`src/rtl/ripple_carry_counter_pkg.sv`:
```
// Shared definitions for the ripple-carry counter slice.
// Default width and the count vector type used by users of the counter.
package ripple_carry_counter_pkg;

    localparam int COUNTER_WIDTH_DEFAULT = 4;

    typedef logic [COUNTER_WIDTH_DEFAULT-1:0] count_t;

endpackage

```
`src/rtl/ripple_carry_counter_t_ff.sv`:
```
// Toggle flip-flop with synchronous active-high clear.
// One counter stage; toggles on a rising edge when t is high.
module t_ff
    import ripple_carry_counter_pkg::*;
(
    input  logic clk,
    input  logic reset,
    input  logic t,
    output logic q
);

    logic q_q;
    logic q_d;

    always_comb begin
        q_d = q_q;
        if (reset) begin
            q_d = 1'b0;
        end else if (t) begin
            q_d = ~q_q;
        end
    end

    always_ff @(posedge clk) begin
        q_q <= q_d;
    end

    assign q = q_q;

endmodule

```
`src/rtl/ripple_carry_counter.sv`:
```
// Free-running up-counter built from a chain of toggle flip-flops.
// Every stage shares clk; only the toggle enables ripple combinationally.
module ripple_carry_counter
    import ripple_carry_counter_pkg::*;
#(
    parameter int WIDTH = COUNTER_WIDTH_DEFAULT
) (
    output logic [WIDTH-1:0] q,
    input  logic             clk,
    input  logic             reset
);

    // t_en[i] is high when all bits below i are set
    logic [WIDTH-1:0] t_en;

    assign t_en[0] = 1'b1;

    for (genvar i = 0; i < WIDTH; i++) begin : g_stage
        if (i > 0) begin : g_carry
            assign t_en[i] = t_en[i-1] & q[i-1];
        end

        t_ff u_t_ff (
            .clk  (clk),
            .reset(reset),
            .t    (t_en[i]),
            .q    (q[i])
        );
    end

endmodule

```
`config.mk`:
```
export PLATFORM = sky130hd
export DESIGN_NAME = ripple_carry_counter
export DESIGN_NICKNAME = d
export VERILOG_FILES = /design/src/rtl/ripple_carry_counter_pkg.sv /design/src/rtl/ripple_carry_counter_t_ff.sv /design/src/rtl/ripple_carry_counter.sv
export SDC_FILE = /design/constraint.sdc
export NUM_CORES = 1
export LEC_CHECK = 0
export ABC_AREA = 1
export CORE_AREA = 8 8 45 47
export CTS_CLUSTER_SIZE = 8
export DETAILED_ROUTE_END_ITERATION = 12
export DIE_AREA = 0 0 53 55
export PLACE_DENSITY = 0.32
export SLEW_MARGIN = 20
export SYNTH_ARGS = -nofsm -noshare
export SYNTH_HDL_FRONTEND = slang
export SYNTH_HIERARCHICAL = 1
export SYNTH_SLANG_ARGS = --single-unit
```
`constraint.sdc`:
```
create_clock -name clk -period 1.05 [get_ports clk]
set_input_delay 0.2625 -clock clk [delete_from_list [all_inputs] [get_ports clk]]
set_output_delay 0.2625 -clock clk [all_outputs]
set_load 0.01 [all_outputs]
```
==> metrics.md <==
| Metric | Value |
|---|---|
| Final Hold Fails | 0 |
| Cell family with most CP delay | flip-flops |
| Critical Path AT | 0.70 ns |
| Vias/cell | 3.09 |
| Worst-path maximum fanout | 4 |
| Combinational Power Share | 12.7% |
| DR vias | 176 |
| TritonRoute pass-1 iters | 1 |
| Root buffer cell | clkbuf_4 |
| Critical path class | flop to output pin |
| DP Cell Count | 54 |
| Worst hold path type | flop to flop |
| Syn Std Cell Area | 184 um2 |
| PD cells | 1490 mW/mm2 |
| IO Count | 6 |
| Average size of a mapped cell | 6.13 um2 |
| CTS tree | built |
| Max Slew Vio Count | 0 |
| Share of layout cells above drive strength 1 | 29.3% |
| Fillers | 167 |
| Die Span Y | 55 um |
| Largest stage delay on the critical path | 0.33 ns |
| P_sw | 0.0962 mW |
| # nets final | 45 |
| Die Width | 53 um |
| Mapped Cells | 30 |
| RSZ-0062 raised after global routing | no |
| Std-Cell Rows | 14 |
| Grt ovf | 0 |
| Critical Path, Cell by Cell | buf_2 |
| Insertion delay to the later sink of the worst-skew pair | 0.23 ns |
| Max Clk Rate | 1040 MHz |
| Number of buffers added on ports | 5 |
| WL final | 359 um |
| CP Buf/Inv Count | 1 |
| DR iter-0 viols | 0 |
| DRC | 0 |
| Minimum clock period | 0.958 ns |
| H-tree levels | 1 |
| Worst VDD drop | 0.273 mV |
| P_int | 0.315 mW |
| RD Place Congestion | 0.598 |
| Clk slew on worst S/H paths | 0.04 ns |
| Gr usage total | 3.39% |
| WL/cell | 6.30 um |
| Pre-CTS setup slack | -0.117 ns |
| Initial core utilization | 13.3% |
| Num Clock Sinks | 4 |
| Register area share after synthesis | 43.5% |
| Core area | 0.00138 mm2 |
| Global-route wire length before repair | 552 um |
| Reg power frac | 40.3% |
| Critical path launch point type | flop |
| Post-DRT Antenna Nets | 0 |
| Die area | 0.00292 mm2 |
| Max_cap viols | 0 |
| Power share of the clock group | 47.0% |
| Vias in the first global route | 133 |
| #FFs+latches synth | 4 |
| Static Leak | 0.157 nW |
| Initial antenna violation count | 0 |
| Post-route worst setup slack | 0.0919 ns |
| Syn-to-layout area delta | 50.3% |
| Clock Path Buffers | 2 |
| Clock Skew | 0.00152 ns |
| Final setup violation count | 0 |
| CTS Buf Count | 3 |
| Sw frac | 23.4% |
| Filler-free cell count of the finished design | 57 |
| Status | finished clean |
| Setup TNS | 0 ns |
| Tcrit/Tclk final | 91.2% |
| Ys Warns | 6 |
| Largest net degree at the start of global routing | 6 |
| Antenna diodes | 0 |
| Core Util, Final | 20.0% |
| CP endpoint kind | output pin |
| Detail Placement HPWL | 296 um |
| Max FFs per register | 4 |
| CP max-delay cell | dfxtp_2 |
| Worst endpoint required time | 0.79 ns |
| Post-CTS Setup Inserts | 0 |
| Netlist cell types | 7 |
Yosys cell counts:
library cell	count	area share, %
nand2_1	9	18
nor2_2	1	3.4
inv_1	6	12
conb_1	1	2.0
nor2_1	8	16
dfxtp_1	4	44
buf_4	1	4.1
final cells by class:
type | instances | area [um2] | area share, %
Clock buffer | 3 | 22.5 | 8.14
Inverter | 6 | 22.5 | 8.14
Multi-Input combinational cell | 20 | 77.6 | 28.1
Sequential cell | 4 | 81.3 | 29.4
Tap cell | 16 | 20.0 | 7.24
Timing Repair Buffer | 8 | 52.6 | 19.0
cells in the final DEF (no fill, tap or decap):
cell type        n
dfxtp_2          1
clkbuf_4         3
clkdlybuf4s50_1  1
buf_2            4
nor2_2           1
inv_1            6
buf_4            3
dfxtp_1          3
nor2_1           8
nand2_1          9
conb_1           2
repair_timing:
action	4_1_cts	5_1_grt
hold buffers	0	0
setup endpoints to repair	4	0
gates resized for setup	17	0
power groups by stage:
| stage | clock [mW] | combinational, mW | sequential [mW] |
|---|---|---|---|
| CTS | 0.211 | 0.0537 | 0.166 |
| global placement | 0 | 0.0608 | 0.168 |
| detailed placement | 0 | 0.0614 | 0.168 |
| finish | 0.194 | 0.0521 | 0.166 |
| floorplan | 0 | 0.0250 | 0.174 |
| global route | 0.218 | 0.0597 | 0.167 |
cell families after synthesis:
logic type / count (synthesis) / share of synthesized area (%)
buf+inv: 7 / 16.3
flops: 4 / 43.5
other cells: 1 / 2.04
simple gates: 18 / 38.1
through the flow:
step / cell area [um2] / power, mW / hold slack, ns
global route: 277 / 0.445 / 0.536
finish: 277 / 0.411 / 0.498
CTS: 277 / 0.431 / 0.502
global placement: 273 / 0.229 / 0.501
detailed placement: 273 / 0.230 / 0.518
floorplan: 188 / 0.199 / 0.406
final timing paths:
path                                                  startpoint                                to  slack, ns  cells after the start
worst max-delay path            g_stage[2].u_t_ff/q$_SDFFE_PP0P_                              q[2]       0.09                      1
worst min-delay path            g_stage[2].u_t_ff/q$_SDFFE_PP0P_  g_stage[2].u_t_ff/q$_SDFFE_PP0P_       0.50                      3
worst max register to register  g_stage[0].u_t_ff/q$_SDFFE_PP0P_  g_stage[3].u_t_ff/q$_SDFFE_PP0P_       0.20                      6
worst min register to register  g_stage[2].u_t_ff/q$_SDFFE_PP0P_  g_stage[2].u_t_ff/q$_SDFFE_PP0P_       0.50                      3
metal layers:
metal / vias to the layer above / GRT usage [%] / wire length (um)
li1: 104 / - / -
met1: 66 / 2.58 / 152
met2: 4 / 3.32 / 156
met3: 2 / 2.67 / 40
met4: 0 / 7.76 / 9
met5: - / 0 / 0
No activity file was read; power rests on OpenSTA's default activity.
